**config.mk**
```make
export PLATFORM = sky130hd
export DESIGN_NAME = huc6260_timing
export DESIGN_NICKNAME = d
export VERILOG_FILES = /design/src/rtl/huc6260_pkg.sv /design/src/rtl/huc6260_dotdiv.sv /design/src/rtl/huc6260_timing.sv
export SDC_FILE = /design/constraint.sdc
export NUM_CORES = 1
export LEC_CHECK = 0
export ABC_AREA = 1
export CELL_PAD_IN_SITES_DETAIL_PLACEMENT = 0
export CELL_PAD_IN_SITES_GLOBAL_PLACEMENT = 1
export CORE_UTILIZATION = 35
export CTS_CLUSTER_DIAMETER = 80
export CTS_CLUSTER_SIZE = 40
export DETAILED_ROUTE_END_ITERATION = 10
export PLACE_DENSITY_LB_ADDON = 0.1
export SETUP_SLACK_MARGIN = 0.4
export SLEW_MARGIN = 10
export SYNTH_ARGS = -nofsm -noshare
export SYNTH_HDL_FRONTEND = slang
export SYNTH_HIERARCHICAL = 1
export SYNTH_SLANG_ARGS = --single-unit
```
**constraint.sdc**
```tcl
create_clock -name CLK -period 2.1 [get_ports CLK]
set_input_delay 0.315 -clock CLK [delete_from_list [all_inputs] [get_ports CLK]]
set_output_delay 0.315 -clock CLK [all_outputs]
set_load 0.05 [all_outputs]
```
**src/rtl/huc6260_pkg.sv**
```systemverilog
// Shared timing constants, dot-clock select encoding and divisor decode
// for the HuC6260 video timing generator.
package huc6260_pkg;

  localparam int DEF_LINE_CLKS   = 1365;
  localparam int DEF_FRAME_LINES = 263;
  localparam int DEF_HS_CLKS     = 100;
  localparam int DEF_HB_START    = 1140;
  localparam int DEF_VB_START    = 240;
  localparam int DEF_VS_START    = 247;
  localparam int DEF_VS_LINES    = 3;

  typedef enum logic [1:0] {
    DOT_DIV4 = 2'd0,
    DOT_DIV3 = 2'd1,
    DOT_DIV2 = 2'd2
  } dotclk_sel_t;

  // Encoding 3 is not named; it behaves as divide-by-2.
  function automatic logic [2:0] dsel_decode(input dotclk_sel_t sel);
    case (sel)
      DOT_DIV4: dsel_decode = 3'd4;
      DOT_DIV3: dsel_decode = 3'd3;
      default:  dsel_decode = 3'd2;
    endcase
  endfunction

endpackage

```
**src/rtl/huc6260_dotdiv.sv**
```systemverilog
// Dot-clock divider: phase counter, latched divisor and PCE generation.
// The divisor is only re-latched at the frame restart so a mid-frame
// select change cannot produce a line with mixed dot widths.
module huc6260_dotdiv
  import huc6260_pkg::*;
(
  input  logic       clk,
  input  logic       rst,
  input  logic       ce,
  input  logic [1:0] dotclk_sel,
  input  logic       line_restart,
  input  logic       frame_restart,
  output logic       pce
);

  logic [1:0] div;
  logic [2:0] dsel;

  // Divider phase and divisor latch; every line restarts on a dot boundary.
  always_ff @(posedge clk or posedge rst) begin
    if (rst) begin
      div  <= 2'd0;
      dsel <= 3'd4;
    end else if (ce) begin
      if (line_restart) begin
        div <= 2'd0;
        if (frame_restart) begin
          dsel <= dsel_decode(dotclk_sel_t'(dotclk_sel));
        end
      end else if ({1'b0, div} == dsel - 3'd1) begin
        div <= 2'd0;
      end else begin
        div <= div + 2'd1;
      end
    end
  end

  // Same-cycle dot enable so the consumer sees ROW/COL alongside it.
  assign pce = ce & (div == 2'd0) & ~rst;

endmodule

```
**src/rtl/huc6260_timing.sv**
```systemverilog
// HuC6260 video timing generator: master-clock line position, dot column,
// row counter and decoded sync/blank strobes.
module huc6260_timing
  import huc6260_pkg::*;
#(
  parameter int LINE_CLKS   = DEF_LINE_CLKS,
  parameter int FRAME_LINES = DEF_FRAME_LINES,
  parameter int HS_CLKS     = DEF_HS_CLKS,
  parameter int HB_START    = DEF_HB_START,
  parameter int VB_START    = DEF_VB_START,
  parameter int VS_START    = DEF_VS_START,
  parameter int VS_LINES    = DEF_VS_LINES
) (
  input  logic       CLK,
  input  logic       RES,
  input  logic       CE,
  input  logic [1:0] DOTCLK_SEL,
  output logic       PCE,
  output logic [8:0] ROW,
  output logic [8:0] COL,
  output logic       HSYNC,
  output logic       VSYNC,
  output logic       HBLANK,
  output logic       VBLANK
);

  logic [10:0] mclk;
  logic [8:0]  row;
  logic [8:0]  col;
  logic        line_end;
  logic        frame_end;
  logic        pce;

  assign line_end  = (mclk == 11'(LINE_CLKS - 1));
  assign frame_end = line_end && (row == 9'(FRAME_LINES - 1));

  huc6260_dotdiv u_dotdiv (
    .clk           (CLK),
    .rst           (RES),
    .ce            (CE),
    .dotclk_sel    (DOTCLK_SEL),
    .line_restart  (line_end),
    .frame_restart (frame_end),
    .pce           (pce)
  );

  // Line position, row and dot column; COL saturates rather than wrapping
  // so divide-by-2 lines never alias back onto early columns.
  always_ff @(posedge CLK or posedge RES) begin
    if (RES) begin
      mclk <= 11'd0;
      row  <= 9'd0;
      col  <= 9'd0;
    end else if (CE) begin
      if (line_end) begin
        mclk <= 11'd0;
        col  <= 9'd0;
        row  <= frame_end ? 9'd0 : row + 9'd1;
      end else begin
        mclk <= mclk + 11'd1;
        if (pce && (col != 9'd511)) begin
          col <= col + 9'd1;
        end
      end
    end
  end

  // Strobes decode straight from registered position, no CE gating.
  always_comb begin
    HSYNC  = (mclk < 11'(HS_CLKS));
    HBLANK = (mclk >= 11'(HB_START));
    VBLANK = (row >= 9'(VB_START));
    VSYNC  = (row >= 9'(VS_START)) && (row < 9'(VS_START + VS_LINES));
  end

  assign PCE = pce;
  assign ROW = row;
  assign COL = col;

endmodule

```
; ---- Yosys cells after proc, flatten, opt, wreduce, memory -nomap -nowiden
; Index checks and enable logic that the tools add are counted.
[word_totals]
ff_bits = 34
out_inout_bits = 23
elab_cells = 39
[op_classes]
addsub = 5
n_lt_le_gt_ge = 5
eq_ne = 5
muxes = 7
bitwise_logic = 3
n_reduce_logical = 9
[ops]
columns = operator, count
row1 = $mux W9, 3
row2 = $add A9 B1 Y9 const B, 2
row3 = $ge A9 B8 Y1 const B, 2
row4 = $add A11 B1 Y11 const B, 1
row5 = $eq A11 B11 Y1 const B, 1
row6 = $ge A11 B11 Y1 const B, 1
row7 = $lt A11 B7 Y1 const B, 1
row8 = $mux W11, 1
row9 = $eq A9 B9 Y1 const B, 1
row10 = $lt A9 B8 Y1 const B, 1
row11 = $ne A9 B9 Y1 const B, 1
row12 = $pmux W3 S2, 1
row13 = $logic_not A2 Y1, 2
row14 = $mux W2, 2
row15 = $reduce_and A2 Y1, 2
row16 = $eq A2 B3 Y1, 1
row17 = $logic_and A1 B1 Y1, 3
row18 = $reduce_and A3 Y1, 1
row19 = $sub A3 B1 Y3 const B, 1
row20 = $add A2 B1 Y2 const B, 1
row21 = $and A1 B1 Y1, 2
row22 = $eq A2 B1 Y1 const B, 1
row23 = $reduce_bool A2 Y1, 1
row24 = $not A1 Y1, 1

; ---- Longest topological paths before layout
; Gate-level depths: netlist of run 1.
[depth]
word_depth = 6
mapped_depth = 12
mapped_depth_nobuf = 11

; ---- Hierarchy
; The synthesis of run 1 kept the hierarchy.
[by_module_without_submodules]
columns = module, instances, cells_per_inst, area_each_um2, seq_area_each_um2
row1 = huc6260_timing, 1, 277, 1985.7, 725.7
row2 = huc6260_dotdiv, 1, 44, 326.6, 126.4

; ---- Worst setup path after synthesis of run 1
; No wires, ideal clock.
[synth_path]
path_type = register -> output
startpoint = register row[5] (netlist: ROW[5])
endpoint = output VBLANK
t_arrival_ns = 1.970
slack_ns = -0.185
path_stages_with_launch = 3
path_buffers = 0
cell_sequence = dfrtp_1 -> nand2_1 -> o21ai_0
[synth_via]
elab_chain_len = 1
[synth_lines]
columns = element, line_no
row1 = start: declaration, huc6260_timing.sv:28  ; logic [8:0] row;
row2 = start signal: assignment, huc6260_timing.sv:58  ; row <= frame_end ? 9'd0 : row + 9'd1;
row3 = $ge A9 B8 Y1, huc6260_timing.sv:72  ; VBLANK = (row >= 9'(VB_START));
row4 = end: declaration, huc6260_timing.sv:24  ; output logic VBLANK
; Every way passes these cells.

; ---- Worst setup path after layout of run 1
[layout_path]
startpoint = register row[0] (netlist: ROW[0])
endpoint = output ROW[0]
[layout_lines]
columns = element, line_no
row1 = end: declaration, huc6260_timing.sv:19  ; output logic [8:0] ROW,
; No word-level cell between the ends.

==> results of run 1 <==
## state kept, by name, indices dropped and copies added (netlist names)
register	cells
u_dotdiv/dsel	3
ROW	9
u_dotdiv/div	2
COL	9
mclk	11
## layer usage
metal  up-vias  wire length, um
met5         -                0
met4         0               59
met3         5              139
met2        27             2760
met1       993             2670
li1       1143                -
## stage by stage
stage | setup WS [ns] | std cells
after floorplan | 0.320 | 321
after CTS | 0.371 | 448
after detailed placement | 0.279 | 424
after global placement | 0.287 | 424
final | 0.430 | 467
after global routing | 0.313 | 467
## logic make-up after synthesis
| logic type | Yosys count |
|---|---|
| simple gates | 191 |
| buf+inv | 55 |
| flops | 34 |
| compound gates | 19 |
| xor+xnor | 13 |
| fa+ha+maj | 9 |
## critical path: stages, from the launching register on
cell	delay (ns)
dfrtp_2	0.44
buf_4	0.13
clkdlybuf4s15_1	0.48
## power by group through the flow
stage / registers [mW] / logic [mW] / clock network, mW
finish: 0.856 / 0.873 / 0.632
global route: 0.869 / 0.960 / 0.674
CTS: 0.867 / 0.741 / 0.643
detailed placement: 0.914 / 0.652 / 0
global placement: 0.917 / 0.658 / 0
floorplan: 0.994 / 0.359 / 0
## what timing repair did
item                       CTS  global route
setup endpoints to repair   32            24
gates resized for setup     31            38
pin swaps                    4            18
setup buffers               16            18
cloned                       0             1
## final cells by class
type / count / area share, %
clock inverter: 3 / 1.36
clock buffer: 5 / 2.08
timing repair buffer: 66 / 17.7
inverter: 50 / 5.68
multi-input combinational: 232 / 43.8
sequential: 34 / 26.5
tap: 77 / 2.91
## placed cells by master (no fill, tap or decap), drive strengths merged
| cell | netlist | routed |
|---|---|---|
| clkbuf | 2 | 5 |
| nand3 | 33 | 33 |
| a21oi | 4 | 4 |
| ha | 9 | 9 |
| nand4 | 7 | 7 |
| xor2 | 10 | 10 |
| nor2 | 43 | 43 |
| xnor2 | 3 | 3 |
| o21ai | 10 | 10 |
| clkinv | 1 | 1 |
| nand2 | 100 | 100 |
| clkdlybuf4s15 | 0 | 1 |
| buf | 3 | 44 |
| a31oi | 1 | 1 |
| inv | 49 | 49 |
| dfrtp | 33 | 33 |
| dlygate4sd2 | 0 | 17 |
| dfstp | 1 | 1 |
| o21a | 1 | 1 |
| a21o | 1 | 1 |
| clkinvlp | 0 | 2 |
| bufinv | 0 | 1 |
| clkdlybuf4s50 | 0 | 4 |
| nor3 | 8 | 8 |
| o21bai | 2 | 2 |
## path summary, 6_finish.rpt
path / from / end / slack, ns / cells past startpoint
min in group CLK: u_dotdiv/dsel[1] / u_dotdiv/dsel[1] / 0.49 / 1
max reg2reg: mclk[0] / u_dotdiv/dsel[1] / 0.45 / 10
max in group asynchronous: RES / mclk[7] / 1.26 / 3
min: RES / u_dotdiv/div[1] / 0.34 / 2
max: ROW[0] / ROW[0] / 0.43 / 2
min reg2reg: u_dotdiv/dsel[1] / u_dotdiv/dsel[1] / 0.49 / 1
==> flow_metrics.tcl, run 1 <==
set metrics [dict create \
    outcome "complete, no violations" \
    multi_input_area_mm2 0.00145 \
    fin_skew_ns 0.0116 \
    p_switching_uw 909 \
    die-height_um 83.3 \
    synth_top_area_cell "dfrtp_1" \
    vias 2168 \
    synthFlopType "dfrtp_1" \
    ys_seq_elements 34 \
    power_density_mw_per_mm2 714 \
    n_antenna_cell 0 \
    fin_setup_tns_ns 0 \
    power_frac_comb_pct 37.0 \
    ir_drop_v 0.000487 \
    postSynthAreaPerCell_um2 7.20 \
    die-area_mm2 0.00694 \
    synthArstFlopShare_pct 100 \
    grt_max_degree 30 \
    clock_sink_count 34 \
    routabilityCongestion 0.831 \
    period_needed_ns 1.67 \
    synth.area.top_cells "dfrtp_1 (36%), nand2_1 (15%), inv_1 (6.7%), nand3_1 (6.1%), nor2_1 (6.0%)" \
    dr.pass1.iters 4 \
    cts_buffers 5 \
    endpoint_kind "output port" \
    synthSimpleGateAreaFrac_pct 38.3 \
    synthAdderAreaFrac_pct 4.87 \
    io_pins 28 \
    grt_busiest_layer "met2" \
    slew_headroom_pct 67.4 \
    setup_viol 0 \
    clock_path_buffers 2 \
    die_w_um 83.3 \
    p_seq_share_pct 36.3 \
    path_clk_slew_ns 0.09 \
    finalHoldViolations 0 \
    yosysTopAreaCellShare_pct 35.7 \
    synthMuxAreaShare_pct 0 \
    cap_violations 0 \
    swShare_pct 38.5 \
    synthTopCellsByCount "nand2_1 (91), inv_1 (41), nor2_1 (37)" \
    cts_root_buf "clkbuf_8" \
    syn_inst 321 \
    drive_gt1_share_pct 36.2 \
    synth_top_family_by_area "simple AND/OR/NAND/NOR gates" \
    synth-xor-area-share_pct 5.25 \
    clockPowerShare_pct 26.8 \
    initial_core_util_pct 36.4 \
    grt_first_pass_wirelength_um 9450 \
    cts_tree "yes" \
    grt_use_met1_pct 22.2 \
    rsz0062_at_grt "true" \
    tightest_slew_ns 0.491 \
    grt_util_all_layers_pct 17.1 \
    stdcell_area_mm2 0.00331 \
    syn-cell-area_mm2 0.00231 \
    first_global_vias 2044 \
    worstPathRequired_ns 1.78 \
    cts.htree.levels 2 \
    path_max_fanout 4 \
    drt-total-wl_um 5630 \
    period_share_pct 79.5 \
    clock.fmax_ghz 0.599 \
    io_buffers 27 \
    cts.hold.buffers_added 0 \
    p_leak_nw 1.73 \
    viasPerCell 4.64 \
    internal_power_mw 1.45 \
    num-fill-cells 623 \
    rows 29 \
    crit_type "reg2out" \
    yosysUniqueCellTypes 33 \
    layout.nets 403 \
    yosys_warnings 6 \
    fin_util_pct 52.1 \
    drc 0 \
    cp-start-kind "register" \
    synth_edf_count 0 \
    core_mm2 0.00635 \
    dpl_cell_area_mm2 0.00278 \
    ant_nets 0 \
    area_delta_synth_final_pct 43.0 \
    drtIter0Drc 80 \
    fin_hold_ws_ns 0.336 \
    grt_overflow 0 \
    total_power_mw 2.36 \
    worstPathArrival_ns 1.36 \
    synth-compound-area-share_pct 5.25 \
    wire_per_inst_um 12.0 \
    regArea_um2 875 \
    slew_violations 0 \
    ys_seq_area_share_pct 36.9 \
    met3_usage_pct 3.48 \
    hold_path_class "in2async" \
    syn_nets 335 \
    worstSkewPairLatency_ns 0.30 \
    yosysMostFrequentCell "nand2_1" \
    grt_util_met2_pct 28.8 \
    antenna_found_initial 0 \
    dp_hpwl_um 3870 \
]
Note: power is estimated with default switching activity, not from simulation.
==> run 2: changes to the inputs <==
==> constraint.sdc (replaced) <==
create_clock -name CLK -period 1.63 [get_ports CLK]
set_input_delay 0.2445 -clock CLK [delete_from_list [all_inputs] [get_ports CLK]]
set_output_delay 0.2445 -clock CLK [all_outputs]
set_load 0.05 [all_outputs]
==> run 2 against run 1 <==
  * The flow now finishes with violations (setup timing)
  * Critical path depth rose by 3
  * Die area did not move
  * Routed wire length rose by 18%
  * Via count rose by 11%
  * Power rose by 67%
  * Combinational power rose by 140%
  * Sequential power rose by 26%
  * Cell count rose by 11%
  * Design area rose by 33%
  * Critical path type unchanged
  * Largest cell class unchanged
==> flow_metrics.tcl, run 2 (synthesized netlist as in run 1, its figures left out) <==
set metrics [dict create \
    grt_first_pass_wirelength_um 10900 \
    drtIter0Drc 82 \
    io_pins 28 \
    period_share_pct 102 \
    dr.pass1.iters 4 \
    path_cells "buf_6 -> ha_4 -> nand2_1 -> a21oi_4 -> buf_12" \
    path_clk_slew_ns 0.08 \
    viasPerCell 4.65 \
    power_density_mw_per_mm2 895 \
    total_power_mw 3.94 \
    largest_reg_flops 11 \
    cts.htree.levels 2 \
    drt-met1-wl_um 2870 \
    cts.hold.buffers_added 0 \
    core_mm2 0.00635 \
    drt-total-wl_um 6630 \
    grt_overflow 0 \
    die-height_um 83.3 \
    rsz0062_at_grt "true" \
    worstPathArrival_ns 1.41 \
    fin_hold_ws_ns 0.365 \
    tightest_slew_ns 0.315 \
    hold_path_class "in2async" \
    cts_root_buf "clkbuf_8" \
    rows 29 \
    outcome "complete, but fails checks" \
    antenna_found_initial 0 \
    ir_drop_v 0.000763 \
    first_global_vias 2363 \
    drive_gt1_share_pct 61.8 \
    fin_skew_ns 0.00338 \
    slowest_delay_ns 0.48 \
    period_needed_ns 1.66 \
    largest-register "mclk" \
    grt_max_degree 30 \
    clock_path_buffers 2 \
    io_buffers 27 \
    setup_slack_ns -0.0267 \
    ff2ff_path_depth 12 \
    cts_buffers 5 \
    drc 0 \
    path_max_fanout 4 \
    slew_headroom_pct 78.8 \
    violations "setup timing" \
    wire_per_inst_um 12.8 \
    vias 2411 \
    wl_met3_um 127 \
    stdcell_area_mm2 0.00440 \
    crit_path_top_delay_cell "dfrtp_4" \
    ant_nets 0 \
    die-area_mm2 0.00694 \
    most-common-layout-cells "nand2_1 (63), buf_4 (59), inv_1 (32), buf_6 (32), nand2_2 (22)" \
    n_antenna_cell 0 \
    cap_violations 0 \
    dp_hpwl_um 4160 \
    clock.fmax_ghz 0.604 \
    p_leak_nw 2.12 \
    worstSkewPairLatency_ns 0.29 \
    layout.nets 455 \
    clock_sink_count 34 \
    worstPathRequired_ns 1.39 \
    dpl_cell_area_mm2 0.00317 \
    crit_type "reg2out" \
    endpoint_kind "output port" \
    setup_viol 1 \
    top_layer_used "met4" \
    die_w_um 83.3 \
    wl_met2_um 3530 \
    area_delta_synth_final_pct 90.3 \
    fin_util_pct 69.3 \
    slew_violations 0 \
    cp-start-kind "register" \
    final_common_cell "nand2_1" \
    initial_core_util_pct 36.4 \
    routabilityCongestion 0.828 \
    grt_util_all_layers_pct 19.7 \
    finalHoldViolations 0 \
    cts_tree "yes" \
]
[run 2: routing by layer]
| layer | vias to the layer above | global-route usage (%) |
|---|---|---|
| li1 | 1238 | - |
| met1 | 1139 | 23.7 |
| met2 | 25 | 35.6 |
| met3 | 9 | 3.38 |
| met4 | 0 | 5.64 |
| met5 | - | 0 |
[run 2: layout make-up]
| class | count | area (um2) |
|---|---|---|
| tap | 77 | 96.3 |
| sequential | 34 | 875 |
| inverter | 50 | 205 |
| clock buffer | 5 | 68.8 |
| clock inverter | 3 | 40.0 |
| timing repair buffer | 117 | 1230 |
| fill | 496 | 1950 |
| multi-input combinational | 233 | 1890 |
[run 2: path summary, 6_finish.rpt]
check                            startpoint          endpoint  slack, ns
setup / recovery                     ROW[1]             VSYNC      -0.03
setup reg to reg                     COL[1]            COL[6]       0.04
hold reg to reg            u_dotdiv/dsel[1]  u_dotdiv/dsel[1]       0.49
min in group CLK           u_dotdiv/dsel[1]  u_dotdiv/dsel[1]       0.49
hold / removal                          RES   u_dotdiv/div[0]       0.36
max in group asynchronous               RES            ROW[1]       0.93
[run 2: per-stage QoR]
step,setup slack (ns),instances,TNS [ns]
after CTS,-0.0278,496,-0.0278
final,-0.0267,519,-0.0267
after global placement,-0.0434,453,-0.0833
after floorplan,-0.159,321,-1.06
after detailed placement,-0.0305,453,-0.0988
after global routing,-0.0793,519,-0.425
[run 2: critical path: cells and delay by family (launching register included)]
kind | cells | cell delay (ns)
AND/OR/NAND/NOR | 1 | 0.11
AO/OA/AOI/OAI | 1 | 0.07
flip-flops | 1 | 0.48
buffers and inverters | 2 | 0.28
adder cells (fa/ha/maj) | 1 | 0.17
[run 2: where the power goes]
| part | switching, mW | total, mW | leakage, nW | internal [mW] |
|---|---|---|---|---|
| clock | 0.344 | 0.794 | 0.0579 | 0.450 |
| combinational | 1.05 | 2.06 | 1.64 | 1.01 |
| sequential | 0.110 | 1.08 | 0.415 | 0.969 |
| total | 1.50 | 3.94 | 2.12 | 2.43 |
[run 2: repair_timing]
action                                  in CTS  in global routing
resized for setup                          110                 54
hold endpoints to repair                     0                  0
cloned                                       1                  0
buffers inserted                            34                 23
pin swaps                                   38                 28
endpoints found under the setup margin      51                 52
